`src/rtl/div_share_ctrl_pkg.sv`:
```
// Shared definitions for the divider-sharing controller: FSM state
// encoding, lane identifiers and the default data width.
package div_share_ctrl_pkg;

  localparam int DEF_DATA_W = 32;

  localparam logic LANE0 = 1'b0;
  localparam logic LANE1 = 1'b1;

  typedef enum logic [2:0] {
    ST_IDLE  = 3'd0,
    ST_ISSUE = 3'd1,
    ST_WAIT  = 3'd2,
    ST_RESP  = 3'd3,
    ST_DRAIN = 3'd4
  } state_e;

endpackage

```
`src/rtl/div_share_ctrl_if.sv`:
```
// Bundle of the lane request/response signals and the divider handshake.
// slave  : the controller's view (serves the lanes, drives the divider).
// master : the environment's view (the two lanes plus the divider itself).
interface div_share_ctrl_if
  import div_share_ctrl_pkg::*;
#(
  parameter int DATA_W = DEF_DATA_W
);

  logic              flush;

  logic              req0_i;
  logic              req1_i;
  logic              signed0_i;
  logic              signed1_i;
  logic              mod0_i;
  logic              mod1_i;
  logic [DATA_W-1:0] dividend0_i;
  logic [DATA_W-1:0] dividend1_i;
  logic [DATA_W-1:0] divisor0_i;
  logic [DATA_W-1:0] divisor1_i;

  logic              resp_valid0_o;
  logic              resp_valid1_o;
  logic [DATA_W-1:0] result_o;
  logic              dbz_o;
  logic              busy_o;

  logic              div_start_o;
  logic              div_signed_o;
  logic [DATA_W-1:0] div_dividend_o;
  logic [DATA_W-1:0] div_divisor_o;
  logic              div_done_i;
  logic [DATA_W-1:0] div_quotient_i;
  logic [DATA_W-1:0] div_remainder_i;
  logic              div_dbz_i;

  modport slave (
    input  flush,
    input  req0_i, req1_i, signed0_i, signed1_i, mod0_i, mod1_i,
    input  dividend0_i, dividend1_i, divisor0_i, divisor1_i,
    output resp_valid0_o, resp_valid1_o, result_o, dbz_o, busy_o,
    output div_start_o, div_signed_o, div_dividend_o, div_divisor_o,
    input  div_done_i, div_quotient_i, div_remainder_i, div_dbz_i
  );

  modport master (
    output flush,
    output req0_i, req1_i, signed0_i, signed1_i, mod0_i, mod1_i,
    output dividend0_i, dividend1_i, divisor0_i, divisor1_i,
    input  resp_valid0_o, resp_valid1_o, result_o, dbz_o, busy_o,
    input  div_start_o, div_signed_o, div_dividend_o, div_divisor_o,
    output div_done_i, div_quotient_i, div_remainder_i, div_dbz_i
  );

endinterface

```
`src/rtl/div_share_ctrl_arb.sv`:
```
// div_rr_arb: two-way arbiter for the shared divider. With fixed priority
// lane 0 (the older instruction) wins every tie; otherwise the tie goes to
// the lane named by the round-robin pointer.
module div_rr_arb
  import div_share_ctrl_pkg::*;
(
  input  logic       req0,
  input  logic       req1,
  input  logic       lane0_priority,
  input  logic       rr_ptr,
  output logic [1:0] gnt
);

  // One-hot grant; a lane with its request low is never granted.
  always_comb begin
    // NOTE: every combinational output gets a default before any branch,
    // so no path can leave it unassigned and infer a latch.
    gnt = 2'b00;
    if (req0 && req1) begin
      gnt = (lane0_priority || rr_ptr == LANE0) ? 2'b01 : 2'b10;
    end else begin
      gnt = {req1, req0};
    end
  end

endmodule

```
`src/rtl/div_share_ctrl.sv`:
```
// div_share_ctrl: shares one multi-cycle divider between the two ALU lanes.
// Grants one lane, latches its operands, pulses div_start, waits for
// div_done and returns quotient or remainder to that lane. Flush or cancel
// while the divider is running drains it before it can be reused.
// Optional feature: DIV_RESULT_CACHE_EN adds a one-entry result cache that
// answers a repeated operation straight from IDLE without using the divider.
module div_share_ctrl
  import div_share_ctrl_pkg::*;
#(
  parameter int DATA_W         = DEF_DATA_W,
  parameter bit LANE0_PRIORITY = 1'b1
) (
  input logic             clk,
  input logic             rst,
  div_share_ctrl_if.slave bus
);

  state_e            state_q, state_d;

  logic              lane_q;
  logic              signed_q;
  logic              mod_q;
  logic [DATA_W-1:0] dividend_q;
  logic [DATA_W-1:0] divisor_q;
  logic [DATA_W-1:0] result_q;
  logic              dbz_q;
  logic              rr_ptr_q;

  logic [1:0]        gnt;
  logic              any_gnt;
  logic              gnt_lane;
  logic              sel_signed;
  logic              sel_mod;
  logic [DATA_W-1:0] sel_dividend;
  logic [DATA_W-1:0] sel_divisor;
  logic              lane_req;
  logic              abort;
  logic              cache_hit;

  div_rr_arb u_arb (
    .req0           (bus.req0_i),
    .req1           (bus.req1_i),
    .lane0_priority (LANE0_PRIORITY),
    .rr_ptr         (rr_ptr_q),
    .gnt            (gnt)
  );

  // Grant is one-hot, so bit 1 is directly the granted lane id.
  assign any_gnt      = |gnt;
  assign gnt_lane     = gnt[1];
  assign sel_signed   = gnt_lane ? bus.signed1_i   : bus.signed0_i;
  assign sel_mod      = gnt_lane ? bus.mod1_i      : bus.mod0_i;
  assign sel_dividend = gnt_lane ? bus.dividend1_i : bus.dividend0_i;
  assign sel_divisor  = gnt_lane ? bus.divisor1_i  : bus.divisor0_i;

  // The granted lane withdrawing its request is a cancel.
  assign lane_req = (lane_q == LANE1) ? bus.req1_i : bus.req0_i;
  assign abort    = bus.flush || !lane_req;

`ifdef DIV_RESULT_CACHE_EN
  logic              c_valid_q;
  logic              c_signed_q;
  logic [DATA_W-1:0] c_dividend_q;
  logic [DATA_W-1:0] c_divisor_q;
  logic [DATA_W-1:0] c_quot_q;
  logic [DATA_W-1:0] c_rem_q;
  logic              c_dbz_q;

  // Capture every divider completion, drained ones included; only rst clears.
  always_ff @(posedge clk or posedge rst) begin
    // NOTE: the cache entry is reset explicitly; a stale valid bit after rst
    // would answer with a result for operands that were never divided.
    if (rst) begin
      c_valid_q    <= 1'b0;
      c_signed_q   <= 1'b0;
      c_dividend_q <= '0;
      c_divisor_q  <= '0;
      c_quot_q     <= '0;
      c_rem_q      <= '0;
      c_dbz_q      <= 1'b0;
    end else if (bus.div_done_i && (state_q == ST_WAIT || state_q == ST_DRAIN)) begin
      c_valid_q    <= 1'b1;
      c_signed_q   <= signed_q;
      c_dividend_q <= dividend_q;
      c_divisor_q  <= divisor_q;
      c_quot_q     <= bus.div_quotient_i;
      c_rem_q      <= bus.div_remainder_i;
      c_dbz_q      <= bus.div_dbz_i;
    end
  end

  assign cache_hit = c_valid_q && (c_signed_q == sel_signed) &&
                     (c_dividend_q == sel_dividend) && (c_divisor_q == sel_divisor);
`else
  assign cache_hit = 1'b0;
`endif

  // State register.
  always_ff @(posedge clk or posedge rst) begin
    // NOTE: sequential state uses non-blocking assignments so every register
    // samples pre-edge values regardless of block ordering.
    if (rst) begin
      state_q <= ST_IDLE;
    end else begin
      state_q <= state_d;
    end
  end

  // Next-state logic.
  always_comb begin
    state_d = state_q;
    unique case (state_q)
      ST_IDLE: begin
        if (!bus.flush && any_gnt) begin
          state_d = cache_hit ? ST_RESP : ST_ISSUE;
        end
      end
      // The start pulse goes out regardless; a kill seen here still has to
      // wait for the divider to finish, hence DRAIN.
      ST_ISSUE: state_d = abort ? ST_DRAIN : ST_WAIT;
      ST_WAIT: begin
        if (abort) begin
          state_d = bus.div_done_i ? ST_IDLE : ST_DRAIN;
        end else if (bus.div_done_i) begin
          state_d = ST_RESP;
        end
      end
      ST_RESP: state_d = ST_IDLE;
      ST_DRAIN: begin
        if (bus.div_done_i) begin
          state_d = ST_IDLE;
        end
      end
      default: state_d = ST_IDLE;
    endcase
  end

  // Latch the granted lane's request when leaving IDLE; held until the next grant.
  always_ff @(posedge clk or posedge rst) begin
    if (rst) begin
      lane_q     <= LANE0;
      signed_q   <= 1'b0;
      mod_q      <= 1'b0;
      dividend_q <= '0;
      divisor_q  <= '0;
    end else if (state_q == ST_IDLE && state_d != ST_IDLE) begin
      lane_q     <= gnt_lane;
      signed_q   <= sel_signed;
      mod_q      <= sel_mod;
      dividend_q <= sel_dividend;
      divisor_q  <= sel_divisor;
    end
  end

  // Result register: loaded from the divider on completion, or from the cache on a hit.
  always_ff @(posedge clk or posedge rst) begin
    if (rst) begin
      result_q <= '0;
      dbz_q    <= 1'b0;
    end else if (state_q == ST_WAIT && state_d == ST_RESP) begin
      result_q <= mod_q ? bus.div_remainder_i : bus.div_quotient_i;
      dbz_q    <= bus.div_dbz_i;
    end
`ifdef DIV_RESULT_CACHE_EN
    else if (state_q == ST_IDLE && state_d == ST_RESP) begin
      result_q <= sel_mod ? c_rem_q : c_quot_q;
      dbz_q    <= c_dbz_q;
    end
`endif
  end

  // Round-robin pointer: the lane just served drops to lowest priority.
  always_ff @(posedge clk or posedge rst) begin
    if (rst) begin
      rr_ptr_q <= LANE0;
    end else if (state_q == ST_RESP) begin
      rr_ptr_q <= (lane_q == LANE0) ? LANE1 : LANE0;
    end
  end

  // Outputs decode from registered state, so async reset clears them at once.
  assign bus.busy_o         = (state_q != ST_IDLE);
  assign bus.div_start_o    = (state_q == ST_ISSUE);
  assign bus.div_signed_o   = signed_q;
  assign bus.div_dividend_o = dividend_q;
  assign bus.div_divisor_o  = divisor_q;
  assign bus.result_o       = result_q;
  assign bus.dbz_o          = dbz_q;
  assign bus.resp_valid0_o  = (state_q == ST_RESP) && (lane_q == LANE0) && !bus.flush;
  assign bus.resp_valid1_o  = (state_q == ST_RESP) && (lane_q == LANE1) && !bus.flush;

endmodule

```
`src/flat_wrapper.sv`:
```
// flat-port wrapper written by rule: the top's interface ports become plain ports
module div_share_ctrl_flat import div_share_ctrl_pkg::*;
#(
  parameter int DATA_W         = DEF_DATA_W,
  parameter bit LANE0_PRIORITY = 1'b1
)
  (clk, rst, bus_flush, bus_req0_i, bus_req1_i, bus_signed0_i, bus_signed1_i, bus_mod0_i, bus_mod1_i, bus_dividend0_i, bus_dividend1_i, bus_divisor0_i, bus_divisor1_i, bus_resp_valid0_o, bus_resp_valid1_o, bus_result_o, bus_dbz_o, bus_busy_o, bus_div_start_o, bus_div_signed_o, bus_div_dividend_o, bus_div_divisor_o, bus_div_done_i, bus_div_quotient_i, bus_div_remainder_i, bus_div_dbz_i);
  div_share_ctrl_if #(.DATA_W(DATA_W)) bus_i ();
  input logic clk;
  input logic rst;
  input wire logic [$bits(bus_i.flush)-1:0] bus_flush;
  input wire logic [$bits(bus_i.req0_i)-1:0] bus_req0_i;
  input wire logic [$bits(bus_i.req1_i)-1:0] bus_req1_i;
  input wire logic [$bits(bus_i.signed0_i)-1:0] bus_signed0_i;
  input wire logic [$bits(bus_i.signed1_i)-1:0] bus_signed1_i;
  input wire logic [$bits(bus_i.mod0_i)-1:0] bus_mod0_i;
  input wire logic [$bits(bus_i.mod1_i)-1:0] bus_mod1_i;
  input wire logic [$bits(bus_i.dividend0_i)-1:0] bus_dividend0_i;
  input wire logic [$bits(bus_i.dividend1_i)-1:0] bus_dividend1_i;
  input wire logic [$bits(bus_i.divisor0_i)-1:0] bus_divisor0_i;
  input wire logic [$bits(bus_i.divisor1_i)-1:0] bus_divisor1_i;
  output wire logic [$bits(bus_i.resp_valid0_o)-1:0] bus_resp_valid0_o;
  output wire logic [$bits(bus_i.resp_valid1_o)-1:0] bus_resp_valid1_o;
  output wire logic [$bits(bus_i.result_o)-1:0] bus_result_o;
  output wire logic [$bits(bus_i.dbz_o)-1:0] bus_dbz_o;
  output wire logic [$bits(bus_i.busy_o)-1:0] bus_busy_o;
  output wire logic [$bits(bus_i.div_start_o)-1:0] bus_div_start_o;
  output wire logic [$bits(bus_i.div_signed_o)-1:0] bus_div_signed_o;
  output wire logic [$bits(bus_i.div_dividend_o)-1:0] bus_div_dividend_o;
  output wire logic [$bits(bus_i.div_divisor_o)-1:0] bus_div_divisor_o;
  input wire logic [$bits(bus_i.div_done_i)-1:0] bus_div_done_i;
  input wire logic [$bits(bus_i.div_quotient_i)-1:0] bus_div_quotient_i;
  input wire logic [$bits(bus_i.div_remainder_i)-1:0] bus_div_remainder_i;
  input wire logic [$bits(bus_i.div_dbz_i)-1:0] bus_div_dbz_i;
  assign bus_i.flush = bus_flush;
  assign bus_i.req0_i = bus_req0_i;
  assign bus_i.req1_i = bus_req1_i;
  assign bus_i.signed0_i = bus_signed0_i;
  assign bus_i.signed1_i = bus_signed1_i;
  assign bus_i.mod0_i = bus_mod0_i;
  assign bus_i.mod1_i = bus_mod1_i;
  assign bus_i.dividend0_i = bus_dividend0_i;
  assign bus_i.dividend1_i = bus_dividend1_i;
  assign bus_i.divisor0_i = bus_divisor0_i;
  assign bus_i.divisor1_i = bus_divisor1_i;
  assign bus_resp_valid0_o = bus_i.resp_valid0_o;
  assign bus_resp_valid1_o = bus_i.resp_valid1_o;
  assign bus_result_o = bus_i.result_o;
  assign bus_dbz_o = bus_i.dbz_o;
  assign bus_busy_o = bus_i.busy_o;
  assign bus_div_start_o = bus_i.div_start_o;
  assign bus_div_signed_o = bus_i.div_signed_o;
  assign bus_div_dividend_o = bus_i.div_dividend_o;
  assign bus_div_divisor_o = bus_i.div_divisor_o;
  assign bus_i.div_done_i = bus_div_done_i;
  assign bus_i.div_quotient_i = bus_div_quotient_i;
  assign bus_i.div_remainder_i = bus_div_remainder_i;
  assign bus_i.div_dbz_i = bus_div_dbz_i;
  div_share_ctrl #(.DATA_W(DATA_W), .LANE0_PRIORITY(LANE0_PRIORITY)) u_core (.clk(clk), .rst(rst), .bus(bus_i));
endmodule
```
`config.mk`:
```
export PLATFORM = sky130hd
export DESIGN_NAME = div_share_ctrl_flat
export DESIGN_NICKNAME = d
export VERILOG_FILES = /design/src/rtl/div_share_ctrl_pkg.sv /design/src/rtl/div_share_ctrl_if.sv /design/src/rtl/div_share_ctrl_arb.sv /design/src/rtl/div_share_ctrl.sv /design/src/flat_wrapper.sv
export SDC_FILE = /design/constraint.sdc
export NUM_CORES = 1
export LEC_CHECK = 0
export CAP_MARGIN = 10
export CORE_AREA = 2 2 120 122
export DETAILED_ROUTE_END_ITERATION = 8
export DIE_AREA = 0 0 122 124
export HOLD_SLACK_MARGIN = 0.12
export MAX_ROUTING_LAYER = met4
export PLACE_DENSITY = 0.79
export SLEW_MARGIN = 20
export SYNTH_ARGS = -nofsm -noshare
export SYNTH_HDL_FRONTEND = slang
export SYNTH_SLANG_ARGS = --single-unit
```
`constraint.sdc`:
```
create_clock -name clk -period 8.3 [get_ports clk]
set_clock_uncertainty 0.15 [all_clocks]
set_input_delay 2.49 -clock clk [delete_from_list [all_inputs] [get_ports clk]]
set_output_delay 2.49 -clock clk [all_outputs]
set_load 0.005 [all_outputs]
```
* Yosys cells after proc, flatten, opt, wreduce, memory -nomap -nowiden
Index checks and enable logic that the tools add are counted.
Widths: inputs -> output; s select.
** Word-level totals
- Register bits :: 103
- Output and inout bits :: 102
- Word-level logic and storage cells :: 43
** Operators by class
- Equal/unequal tests :: 5
- Muxes and demuxes :: 14
- Bitwise gates (word level) :: 1
- Reduce and logical (&&, ||, !) cells :: 15
** Operators by type and width (number)
- $mux 32 :: 3
- $mux 3 :: 6
- $pmux 3 s4 :: 1
- $eq 3x2->1 const B :: 3
- $logic_and 1x1->1 :: 8
- $reduce_bool 3->1 :: 2
- $eq 3x1->1 const B :: 1
- $eq 3x3->1 const B :: 1
- $logic_not 3->1 :: 1
- $mux 1 :: 3
- $logic_not 1->1 :: 2
- $mux 2 :: 1
- $reduce_or 2->1 :: 1
- $logic_or 1x1->1 :: 1
- $not 1->1 :: 1

* Logic depth before layout (Yosys ltp)
- Depth after elaboration :: 8
- Gate-level depth with buffers :: 5
- Mapped depth without buffers :: 3

* By module
A second synthesis with hierarchy kept.
** Unflattened totals
- Cell total of the unflattened synthesis :: 349
- Area, all modules :: 5117.4 um2
** Modules (own cells, without submodules)
- div_share_ctrl :: times used 1, cells an instance 345, area an instance 5087.4 um2
- div_rr_arb :: times used 1, cells an instance 4, area an instance 30.0 um2

* Worst setup path after synthesis
No wires, ideal clock.
- Path kind :: in2out
- From :: input bus_flush
- To :: output bus_resp_valid0_o
- Arrival time :: 2.793 ns
- Data required time :: 5.660 ns
- Setup slack :: 2.867 ns
- Stages :: 2
- Buffers on the path :: 0
- Path through :: nand4bb_1 -> nor2_1
** Between the ends
- Cells in the longest elaborated chain, start to end :: 2
** RTL lines
- start: declaration :: RTL line flat_wrapper.sv:11 : input wire logic [$bits(bus_i.flush)-1:0] bus_flush;
- $logic_not 1->1 :: RTL line div_share_ctrl.sv:189 : assign bus.resp_valid0_o = (state_q == ST_RESP) && (lane_q == LANE0) && !bus.flush;
- $logic_and 1x1->1 :: RTL line div_share_ctrl.sv:189
- end: declaration :: RTL line flat_wrapper.sv:22 : output wire logic [$bits(bus_i.resp_valid0_o)-1:0] bus_resp_valid0_o;
Every way passes these cells.

* Final worst setup path
Same ends and word-level chain as after synthesis.

==> impl_metrics.ini <==
[drt]
totalWireLength_um = 14700
drt-initial-drc-count = 114
viasPerCell = 4.78
wl_per_cell_um = 17.8
drc_errors = 0
dr.pass1.iters = 4
num_vias = 3946
postRouteAntennaNets = 0

[clock_tree]
cts_tree = built
htree_levels = 3
clock_path_buffers = 2
cts.clk_slew.worst_paths_ps = 60
cts_setup_buffers = 0
cts_hold_buf = 0
postCtsResizedCells = 0
cts-root-buf = clkbuf_16
cts_sinks = 103
cts-buffers-inserted = 9
insertion_delay_ps = 340

[global_routing]
grt_pass1_vias = 4324
overflow = 0
grt_first_pass_wirelength_um = 22200
grt_usage = 0.198
grt_max_degree = 66
antenna_found_initial = 0

[worst_hold_path]
worstHoldEndpoint = u_core.bus.div_dividend_o[13]
hp-class = reg2reg
holdPathStages = 1
hp-start = u_core.bus.div_dividend_o[13]

[floorplanning]
fp.dieW_um = 122
row_count = 43
dieArea_um2 = 15100
initial_core_util = 0.370
die_h_um = 124
io_pins = 305
core_um2 = 13700

[place]
place_inst = 811
gp_congestion = 0.754
io_buffers = 304
place_area_um2 = 8290
dp_hpwl_um = 11400

[power_and_ir_drop]
combinationalPowerShare = 0.460
netSwitchingPower_w = 0.000647
power.internal_w = 0.00177
pwr-share-clk = 0.182
finalPower_w = 0.00242
p_leak_nw = 3.46
p_per_area_nw_per_um2 = 282
seqPwrFrac = 0.358
swShare = 0.268
vdd_ir_drop_max_mv = 0.130

[yosys]
synth_cells = 343
ys_ff_latch = 103
netlist_area_um2 = 5070
yosysTopAreaCellShare = 0.508
synth_warnings = 0
yosys-top-cells-area = dfrtp_1, mux2_2, buf_2, clkbuf_1, buf_6
syn_nets = 546
yosysTopAreaCell = dfrtp_1
ys_types = 21
ys_seq_area_frac = 0.508
syn_area_per_cell_um2 = 14.8

[setup_path]
crit_type = in2out
worst_ep_required_time_ps = 5660
regToRegEndpoint = u_core.bus.div_divisor_o[10]
end_kind = primary output
cp_max_fo = 5
r2r_slack_ps = 5760
start_kind = input port
reg2reg_from = u_core.state_q[2]
rr_worst_depth = 4
crit_arrival_ps = 3990

[sta]
drv_slew = 0
tightest_slew_ps = 842
grt_setup_unrepaired = no
period_needed_ps = 6630
fmax_mhz = 151
hold_viol_final = 0
tns_ps = 0
period_share = 0.799
setup_viol = 0
slew_headroom = 0.439

[final_layout]
fill_cells = 1089
drive_above_1_share = 0.341
post-route-util = 0.626
num_antenna_cells = 0
fin_area_um2 = 8590
area_growth_pct = 69.2
finalNonFillerCells = 825
num-nets-final = 845

[flow_run]
cap_violations = 0

[status]
status = complete, no violations
worst max path at each step:
stage / to / startpoint
floorplan: bus_resp_valid0_o / bus_flush
global placement: bus_resp_valid0_o / bus_flush
detailed placement: bus_resp_valid0_o / bus_flush
CTS: bus_resp_valid0_o / bus_flush
global route: bus_resp_valid0_o / bus_flush
finish: bus_resp_valid0_o / bus_flush
cells in the final DEF (no fill, tap or decap), types with 2 or more instances in the layout:
cell	netlist	routed
mux2_1	2	2
buf_4	1	5
mux2_2	196	196
nand4bb_1	2	2
clkbuf_16	0	9
dfrtp_1	103	103
nor2_1	5	5
bufinv_16	0	2
mux2i_1	2	2
clkdlybuf4s50_1	0	304
nor3_4	1	2
metal layers:
layer  global-route usage  routed length (um)  part of all wire
met5                    -                   0                 0
met4               0.0783                 328             0.022
met3               0.0476                1140             0.077
met2                0.349                7670              0.52
met1                0.215                5560              0.38
worst max-delay path, cell delays in order:
cell,delay (ps)
clkdlybuf4s50_1,540
nand4bb_1,320
nor2_1,130
clkdlybuf4s50_1,510
synthesized netlist by cell type:
master / count
nor3_4: 1
mux2_2: 196
or3_4: 1
buf_2: 11
nand3b_1: 1
nor3_2: 1
mux2_1: 2
xnor2_1: 1
mux2i_1: 2
nor4_1: 1
o31ai_1: 1
nor2b_1: 1
or2_2: 1
nand4bb_1: 2
dfrtp_1: 103
inv_1: 2
buf_6: 2
buf_4: 1
clkbuf_1: 7
nor2_1: 5
nor3b_1: 1
power groups by stage:
stage | clock [W] | sequential [W] | combinational, W
after detailed placement | 0 | 0.000876 | 0.00113
after global placement | 0 | 0.000860 | 0.00111
final | 0.000440 | 0.000865 | 0.00111
after CTS | 0.000453 | 0.000869 | 0.00113
after global routing | 0.000473 | 0.000898 | 0.00119
after floorplan | 0 | 0.000884 | 0.000434
flip-flops by register name (all words and copies together) (netlist names):
name                       flops
u_core.bus.div_divisor_o      32
u_core.bus.div_signed_o        1
u_core.lane_q                  1
u_core.bus.result_o           32
u_core.bus.div_dividend_o     32
u_core.state_q                 3
u_core.mod_q                   1
u_core.bus.dbz_o               1
stage by stage:
| step | hold WS [ps] | setup slack (ps) |
|---|---|---|
| after floorplan | 333 | 2870 |
| after global placement | 323 | 1670 |
| after detailed placement | 328 | 1670 |
| after CTS | 343 | 1670 |
| after global routing | 366 | 1620 |
| final | 341 | 1670 |
layout make-up:
class / count / area, um2 / share of cell area
repair buffers: 309 / 3080 / 0.359
flip-flops and latches: 103 / 2580 / 0.300
multi-input cells: 217 / 2390 / 0.279
clock buffers: 10 / 229 / 0.0267
well taps: 180 / 225 / 0.0262
clock inverters: 4 / 72.6 / 0.00845
inverters: 2 / 10.0 / 0.00117
cells by family after synthesis:
| family | Yosys count | synth area share |
|---|---|---|
| compound gates | 1 | 0.00148 |
| simple gates | 15 | 0.0222 |
| flops | 103 | 0.508 |
| buf+inv | 23 | 0.0234 |
| mux | 200 | 0.443 |
| xor+xnor | 1 | 0.00173 |
Power figures use the tool's default switching activity.
